<file path="src/rtl/fetch_sequencer_if.sv">
// ----------------------------------------------------------------------------
// fetch_sequencer_if
//   Bundles the program-control, branch and instruction-ROM signals of the
//   fetch sequencer. Clock and reset are kept out of the bundle.
//
//   master modport : the sequencer itself
//     in  Start, Stall, BranchEn, BranchAbs, BranchTarget[D], InstIn[9]
//     out PrgCtr[D], InstValid, Running, Ack, InstCount[CW]
//   slave modport  : the surrounding top level / ROM / decoder
//     mirror image of master
// ----------------------------------------------------------------------------
interface fetch_sequencer_if #(
    parameter int D  = 12,
    parameter int CW = 16
);
    // Control / decoder side
    logic          Start;
    logic          Stall;
    logic          BranchEn;
    logic          BranchAbs;
    logic [D-1:0]  BranchTarget;
    // ROM side
    logic [8:0]    InstIn;
    logic [D-1:0]  PrgCtr;
    // Status
    logic          InstValid;
    logic          Running;
    logic          Ack;
    logic [CW-1:0] InstCount;

    modport master (
        input  Start, Stall, BranchEn, BranchAbs, BranchTarget, InstIn,
        output PrgCtr, InstValid, Running, Ack, InstCount
    );

    modport slave (
        output Start, Stall, BranchEn, BranchAbs, BranchTarget, InstIn,
        input  PrgCtr, InstValid, Running, Ack, InstCount
    );
endinterface

</file>
<file path="src/rtl/fetch_sequencer.sv">
// ----------------------------------------------------------------------------
// fetch_sequencer
//   Program sequencer for the 9-bit instruction ROM. Owns the program counter
//   (ROM address), runs the Start/Ack program handshake, applies decoder
//   branches (absolute or signed PC-relative), stops on the halt opcode and
//   counts retired instructions with a saturating counter.
//
//   Ports
//     Clk    in  clock, all state updates on the rising edge
//     Reset  in  synchronous active-high reset (highest priority)
//     bus    fetch_sequencer_if.master
//              Start        level, launches the program from IDLE or DONE
//              Stall        freezes PC/count and masks branch/halt
//              BranchEn     branch request for the current instruction
//              BranchAbs    1 = absolute target, 0 = signed PC offset
//              BranchTarget target address or two's-complement offset
//              InstIn       ROM data for the current PrgCtr (combinational)
//              PrgCtr       registered ROM address
//              InstValid    current instruction is live and not a halt
//              Running      sequencer is in RUN
//              Ack          program finished (DONE)
//              InstCount    retired instructions since the last start
// ----------------------------------------------------------------------------
module fetch_sequencer #(
    parameter int           D          = 12,
    parameter logic [D-1:0] START_ADDR = '0,
    parameter logic [8:0]   HALT_CODE  = 9'b111111111,
    parameter int           CW         = 16
) (
    input  logic              Clk,
    input  logic              Reset,
    fetch_sequencer_if.master bus
);

    typedef enum logic [1:0] {
        IDLE = 2'd0,
        RUN  = 2'd1,
        DONE = 2'd2
    } state_e;

    localparam logic [CW-1:0] CNT_MAX = '1;

    state_e        state_q, state_d;
    logic [D-1:0]  pc_q,    pc_d;
    logic [CW-1:0] cnt_q,   cnt_d;

    logic          is_halt;
    logic          inst_valid;

    assign is_halt    = (bus.InstIn == HALT_CODE);
    // Live instruction this cycle: retires and may redirect the PC.
    assign inst_valid = (state_q == RUN) && !bus.Stall && !is_halt;

    // ------------------------------------------------------------------
    // Next-state logic
    // ------------------------------------------------------------------
    always_comb begin
        // NOTE: every signal written here gets a hold value first, so no
        // path through the case/if tree can leave it unassigned (no latch).
        state_d = state_q;
        pc_d    = pc_q;
        cnt_d   = cnt_q;

        unique case (state_q)
            IDLE, DONE: begin
                if (bus.Start) begin
                    state_d = RUN;
                    pc_d    = START_ADDR;
                    cnt_d   = '0;
                end
            end

            RUN: begin
                if (bus.Stall) begin
                    // Frozen: branch and halt of this cycle are ignored.
                end else if (is_halt) begin
                    // Halt wins over a simultaneous branch; PC stays on it.
                    state_d = DONE;
                end else begin
                    if (bus.BranchEn) begin
                        if (bus.BranchAbs) begin
                            pc_d = bus.BranchTarget;
                        end else begin
                            // Offset has the PC's width, so a plain D-bit
                            // add equals PC + sign-extended offset mod 2**D.
                            pc_d = pc_q + bus.BranchTarget;
                        end
                    end else begin
                        pc_d = pc_q + 1'b1;
                    end

                    if (cnt_q != CNT_MAX) begin
                        cnt_d = cnt_q + 1'b1;
                    end
                end
            end

            default: begin
                state_d = IDLE;
            end
        endcase
    end

    // ------------------------------------------------------------------
    // State registers
    // ------------------------------------------------------------------
    always_ff @(posedge Clk) begin
        // NOTE: non-blocking assignments so every flop samples the values
        // from before this edge, independent of statement order.
        if (Reset) begin
            state_q <= IDLE;
            pc_q    <= START_ADDR;
            cnt_q   <= '0;
        end else begin
            state_q <= state_d;
            pc_q    <= pc_d;
            cnt_q   <= cnt_d;
        end
    end

    // ------------------------------------------------------------------
    // Outputs: everything but InstValid comes straight from flops.
    // ------------------------------------------------------------------
    assign bus.PrgCtr    = pc_q;
    assign bus.Running   = (state_q == RUN);
    assign bus.Ack       = (state_q == DONE);
    assign bus.InstCount = cnt_q;
    assign bus.InstValid = inst_valid;

endmodule
</file>
<file path="src/flat_wrapper.sv">
// flat-port wrapper written by rule: the top's interface ports become plain ports
module fetch_sequencer_flat 
#(
    parameter int           D          = 12,
    parameter logic [D-1:0] START_ADDR = '0,
    parameter logic [8:0]   HALT_CODE  = 9'b111111111,
    parameter int           CW         = 16
)
  (Clk, Reset, bus_Start, bus_Stall, bus_BranchEn, bus_BranchAbs, bus_BranchTarget, bus_InstIn, bus_PrgCtr, bus_InstValid, bus_Running, bus_Ack, bus_InstCount);
  fetch_sequencer_if #(.D(D), .CW(CW)) bus_i ();
  input  logic Clk;
  input  logic Reset;
  input wire logic [$bits(bus_i.Start)-1:0] bus_Start;
  input wire logic [$bits(bus_i.Stall)-1:0] bus_Stall;
  input wire logic [$bits(bus_i.BranchEn)-1:0] bus_BranchEn;
  input wire logic [$bits(bus_i.BranchAbs)-1:0] bus_BranchAbs;
  input wire logic [$bits(bus_i.BranchTarget)-1:0] bus_BranchTarget;
  input wire logic [$bits(bus_i.InstIn)-1:0] bus_InstIn;
  output wire logic [$bits(bus_i.PrgCtr)-1:0] bus_PrgCtr;
  output wire logic [$bits(bus_i.InstValid)-1:0] bus_InstValid;
  output wire logic [$bits(bus_i.Running)-1:0] bus_Running;
  output wire logic [$bits(bus_i.Ack)-1:0] bus_Ack;
  output wire logic [$bits(bus_i.InstCount)-1:0] bus_InstCount;
  assign bus_i.Start = bus_Start;
  assign bus_i.Stall = bus_Stall;
  assign bus_i.BranchEn = bus_BranchEn;
  assign bus_i.BranchAbs = bus_BranchAbs;
  assign bus_i.BranchTarget = bus_BranchTarget;
  assign bus_i.InstIn = bus_InstIn;
  assign bus_PrgCtr = bus_i.PrgCtr;
  assign bus_InstValid = bus_i.InstValid;
  assign bus_Running = bus_i.Running;
  assign bus_Ack = bus_i.Ack;
  assign bus_InstCount = bus_i.InstCount;
  fetch_sequencer #(.D(D), .START_ADDR(START_ADDR), .HALT_CODE(HALT_CODE), .CW(CW)) u_core (.Clk(Clk), .Reset(Reset), .bus(bus_i));
endmodule
</file>
<file path="config.mk">
export PLATFORM = sky130hd
export DESIGN_NAME = fetch_sequencer_flat
export DESIGN_NICKNAME = d
export VERILOG_FILES = /design/src/rtl/fetch_sequencer_if.sv /design/src/rtl/fetch_sequencer.sv /design/src/flat_wrapper.sv
export SDC_FILE = /design/constraint.sdc
export NUM_CORES = 1
export LEC_CHECK = 0
export ABC_AREA = 1
export BUFFER_PORTS_ARGS = -buffer_cell sky130_fd_sc_hd__clkbuf_2
export CORE_MARGIN = 2
export CORE_UTILIZATION = 45
export DETAILED_ROUTE_END_ITERATION = 8
export MAX_ROUTING_LAYER = met4
export PLACE_DENSITY_LB_ADDON = 0.12
export RECOVER_POWER = 50
export SLEW_MARGIN = 20
export SYNTH_ARGS = -nofsm -noshare
export SYNTH_HDL_FRONTEND = slang
export SYNTH_SLANG_ARGS = --single-unit
</file>
<file path="constraint.sdc">
create_clock -name Clk -period 2 [get_ports Clk]
set_input_delay 0.4 -clock Clk [delete_from_list [all_inputs] [get_ports Clk]]
set_output_delay 0.4 -clock Clk [all_outputs]
set_load 0.1 [all_outputs]
</file>
# Word level (Yosys, flattened, before mapping)

Index checks and enable logic that the tools add are counted.

Register bits after elaboration: 30
Bits in latches: 0
Memory bits (writable): 0
Bits in read-only memories: 0
Memories kept: 0

Add/sub/neg operators: 3
Multiply operators: 0
Divide/modulo/power cells: 0
$lt $le $gt $ge: 0
Eq/ne operators: 9
Shift operators: 0
Multiplexer cells: 15
Bitwise gates (word level): 0
Reductions and logical operators: 10

Operator list:

| operator                                            | count |
|---|---|
| 2-to-1 mux 16 bit                                   | 4 |
| 2-to-1 mux 12 bit                                   | 5 |
| case mux 16 bit (2 select lines)                    | 1 |
| case mux 12 bit (2 select lines)                    | 1 |
| adder 16 x 1 -> 16 bit, second input constant       | 1 |
| != test 16 bit, second input constant               | 1 |
| adder 12 x 1 -> 12 bit, second input constant       | 1 |
| adder 12 bit                                        | 1 |
| equality test 9 bit, second input constant          | 1 |
| 2-to-1 mux 2 bit                                    | 3 |
| != test 2 bit, second input constant                | 3 |
| AND reduction 5 bit                                 | 1 |
| != test 2 x 1 -> 1 bit, second input constant       | 2 |
| case mux 2 bit (2 select lines)                     | 1 |
| AND reduction 4 bit                                 | 1 |
| AND reduction 3 bit                                 | 1 |
| equality test 2 x 1 -> 1 bit, second input constant | 1 |
| equality test 2 bit, second input constant          | 1 |
| logical AND 1 bit                                   | 2 |
| zero test 1 bit                                     | 2 |
| zero test 2 bit                                     | 1 |
| nonzero test 2 bit                                  | 1 |
| OR reduction 2 bit                                  | 1 |

# Longest topological paths before layout

Depth after elaboration: 6
Depth in mapped cells: 13
Mapped depth without buffers: 13

# Worst setup path after synthesis

Ideal clock, no wire load.

Path type: register to register
Start: register u_core.cnt_q[0] (netlist: u_core.bus.InstCount[0])
End: register u_core.cnt_q[9] (netlist: u_core.bus.InstCount[9])
Data arrival time: 2.348 ns
Data required time: 1.868 ns
Setup slack: -0.480 ns
Cell stages (with the launch flop): 12
Cell sequence: dfxtp_1 > ha_1 > nand2_1 > inv_1 > nand3b_1 > nor2_1 > nand3b_1 > nand3_4 > inv_2 > buf_6 > nand2_1 > a21oi_1

Word-level cells in the longest chain between the ends: 5
Elaborated cells between the ends (all ways): 8
Those cells by class: add/sub (1); eq/ne (2); mux (4); reduce/logical (1)

RTL lines:

| element                          | RTL line               | text |
|---|---|---|
| start, declared                  | fetch_sequencer.sv:45  | `logic [CW-1:0] cnt_q, cnt_d;` |
| start signal, assigned           | fetch_sequencer.sv:117 | `cnt_q <= cnt_d;` |
| adder 16 x 1 -> 16 bit           | fetch_sequencer.sv:93  | `cnt_d = cnt_q + 1'b1;` |
| 2-to-1 mux 16 bit                | fetch_sequencer.sv:92  | `if (cnt_q != CNT_MAX) begin` |
| 2-to-1 mux 16 bit                | fetch_sequencer.sv:76  | `end else if (is_halt) begin` |
| 2-to-1 mux 16 bit                | fetch_sequencer.sv:74  | `if (bus.Stall) begin` |
| case mux 16 bit (2 select lines) | fetch_sequencer.sv:64  | `unique case (state_q)` |

Parallel ways exist; a longest one is shown, timed or not. The select of a mux whose other input is x is not followed.
A chain may end at the register's enable or synchronous reset.

# Worst setup path in the final report

Start: register u_core.state_q[0]
End: output port bus_Running

Word-level cells in the longest chain between the ends: 1

RTL lines:

| element                      | RTL line               | text |
|---|---|---|
| start, declared              | fetch_sequencer.sv:43  | `state_e state_q, state_d;` |
| start signal, assigned       | fetch_sequencer.sv:115 | `state_q <= state_d;` |
| equality test 2 x 1 -> 1 bit | fetch_sequencer.sv:125 | `assign bus.Running = (state_q == RUN);` |
| end, declared                | flat_wrapper.sv:21     | `output wire logic [$bits(bus_i.Running)-1:0] bus_Running;` |

Every way passes these cells.

==> impl_metrics.env <==
export IMPL_synthCells=446
export IMPL_place_inst=582
export IMPL_drcViolationCount=0
export IMPL_drive_above_1_share_pct=18.4
export IMPL_hold_path_depth=2
export IMPL_cts_root_buf="clkbuf_8"
export IMPL_ctsHoldBuffers=0
export IMPL_cts_buffers=5
export IMPL_grt_pass1_wl_um=12200
export IMPL_cts_buffer_depth=2
export IMPL_syn_to_final_growth_pct=21.2
export IMPL_vias_per_cell=5.04
export IMPL_fin_setup_tns_ns=0
export IMPL_finalCriticalPeriod_ns=1.88
export IMPL_grt_util_met1_pct=28.6
export IMPL_yosysWarnings=0
export IMPL_required_ns=1.60
export IMPL_status="finished, final reports clean"
export IMPL_cp_arrival_ns=1.48
export IMPL_syn_area_per_cell_um2=5.97
export IMPL_num_rows=28
export IMPL_busiest_layer="met2"
export IMPL_cts_setup_buffers=0
export IMPL_cts_tree="built"
export IMPL_cp_max_fo=9
export IMPL_slew_violations=0
export IMPL_timing_slew_headroom_pct=63.6
export IMPL_syn_num_nets=487
export IMPL_ys_flop_type="dfxtp_1"
export IMPL_ys_ff_latch=30
export IMPL_fmax_mhz=533
export IMPL_r2r_end="u_core.bus.PrgCtr[5]$_SDFFE_PP0P_"
export IMPL_clk_pin_slew_ns=0.07
export IMPL_yosys_area_top_type="dfxtp_1"
export IMPL_die_area_um2=6540
export IMPL_clkSinkCount=30
export IMPL_via_count=2974
export IMPL_gp_congestion=0.896
export IMPL_dr_pass1_iters=5
export IMPL_reg2reg_depth=10
export IMPL_antenna_found_initial=0
export IMPL_drt_wl_total_um=7420
export IMPL_ys_types=31
export IMPL_hp_class="in -> reg"
export IMPL_final_antenna_net_count=0
export IMPL_antenna_cells=0
export IMPL_seq_area_frac_synth_pct=22.6
export IMPL_boundaryPins=58
export IMPL_synth_edf_count=0
export IMPL_clock_latency_ns=0.29
export IMPL_start_util_pct=45.8
export IMPL_cts_max_level=2
export IMPL_synth_area_leaders="dfxtp_1, nand2_1, a21oi_1, inv_1, nor2_1"
export IMPL_period_share_pct=93.8
export IMPL_grt_usage_pct=24.6
export IMPL_grt_setup_unrepaired="no"
export IMPL_drt_iter0_markers=93
export IMPL_grt_ovfl_total=0
export IMPL_p_per_area_nw_per_um2=500
export IMPL_fin_worst_skew_ns=0.00285
export IMPL_met2_usage_pct=43.1
export IMPL_use_met3_pct=4.22
export IMPL_die_h_um=80.9
export IMPL_yosysTopAreaCellShare_pct=22.6
export IMPL_end_kind="output pin"
export IMPL_r2r_start="u_core.bus.PrgCtr[2]$_SDFFE_PP0P_"
export IMPL_worst_pin_slew_ns=0.548
export IMPL_power_leakage_uw=0.00147
export IMPL_final_instance_count_excl_fill=590
export IMPL_ctsResizeCount=0
export IMPL_max_vdd_ir_drop_v=0.000227
export IMPL_async_flop_share_pct=0
export IMPL_syn_area_um2=2660
export IMPL_rrSetupSlack_ns=0.16
export IMPL_place_hpwl_um=5940
export IMPL_grt_max_degree=17
export IMPL_routedWlPerCell_um=12.6
export IMPL_hold_viol=0
export IMPL_io_buffers=57
export IMPL_layout_nets=555
export IMPL_setup_viol=0
export IMPL_grt_pass1_vias=2706
export IMPL_cap_viol_max_count=0
export IMPL_die_w_um=80.9
export IMPL_crit_type="reg -> out"
export IMPL_min_delay_start="Reset"
export IMPL_core_area_um2=5820
export IMPL_worstSetupStartpointType="flip-flop"
export IMPL_holdPathEnd="u_core.bus.InstCount[11]$_SDFFE_PP0P_"
worst max-delay path: stages, from the launching register on:
cell,delay (ns)
dfxtp_1,0.42
inv_2,0.10
nor2_8,0.18
clkbuf_2,0.48
cell type report:
class | count | area (µm²)
clock inverter | 2 | 10.0
tap | 75 | 93.8
multi-input combinational | 352 | 1810
fill | 617 | 2590
timing repair buffer | 71 | 418
inverter | 54 | 209
clock buffer | 6 | 72.6
sequential | 30 | 609
report_power, final:
group	total (µW)	internal (µW)	switching, µW
combinational	487	150	338
sequential	638	612	25.1
clock	486	241	246
per-layer routing:
metal	wire length (µm)	up-vias
met2	3810	58
li1	-	1584
met5	0	-
met3	273	8
met4	109	0
met1	3230	1324
worst max-delay path by stage:
stage / from / end / slack [ns] / cells after the start
after floorplan: u_core.bus.PrgCtr[2]$_SDFFE_PP0P_ / u_core.bus.PrgCtr[5]$_SDFFE_PP0P_ / 0.003 / 10
after global placement: bus_BranchTarget[0] / u_core.bus.PrgCtr[8]$_SDFFE_PP0P_ / 0.03 / 14
after detailed placement: bus_BranchTarget[0] / u_core.bus.PrgCtr[8]$_SDFFE_PP0P_ / 0.007 / 14
after CTS: u_core.state_q[0]$_SDFFE_PP0P_ / bus_Running / 0.11 / 3
after global routing: u_core.bus.InstCount[0]$_SDFFE_PP0P_ / u_core.bus.InstCount[3]$_SDFFE_PP0P_ / 0.03 / 10
final: u_core.state_q[0]$_SDFFE_PP0P_ / bus_Running / 0.12 / 3
cell families (layout without fill, tap and decap cells):
group	count (synthesis)	in the layout	share of synthesized area, %
flip-flops	30	30	22.6
AND/OR/NAND/NOR	245	245	39.4
adder cells (fa/ha/maj)	14	14	6.86
XOR/XNOR	18	18	5.92
AO/OA/AOI/OAI	75	75	15.5
buffers and inverters	64	133	9.73
Yosys cell counts (all sizes together), types with 2 or more instances:
cell type  number
nor3           10
nand3          30
inv            53
a21oi          53
xnor2           2
dfxtp          30
nand4           6
buf             3
nand3b          7
o21ai          15
nor2           51
xor2           16
nand2         138
a211oi          2
or2             3
clkbuf          7
ha             13
placed cells by master, fill, tap and decap left out, types with 13 or more instances in the layout:
master,instances
nand3_1,28
o21ai_0,13
buf_4,13
a21oi_1,53
nor2_1,49
dfxtp_1,27
nand2_1,138
xor2_1,16
ha_1,13
clkbuf_2,56
inv_1,49
registers in the layout, indices dropped and copies added, names as in the netlist:
signal and flops:
u_core.bus.InstCount 16, u_core.bus.PrgCtr 12, u_core.state_q 2
metrics by stage:
step	utilization, %	instance area (µm²)	hold slack, ns	total power [µW]	setup WS, ns
finish	55.4	3220	0.439	1610	0.124
global route	55.4	3220	0.450	1700	0.0277
CTS	55.8	3250	0.426	1620	0.113
detailed placement	54.4	3160	0.485	1140	0.00651
global placement	54.4	3160	0.477	1130	0.0298
floorplan	-	2710	0.502	999	0.00345
Note: power is estimated with default switching activity, not from simulation.
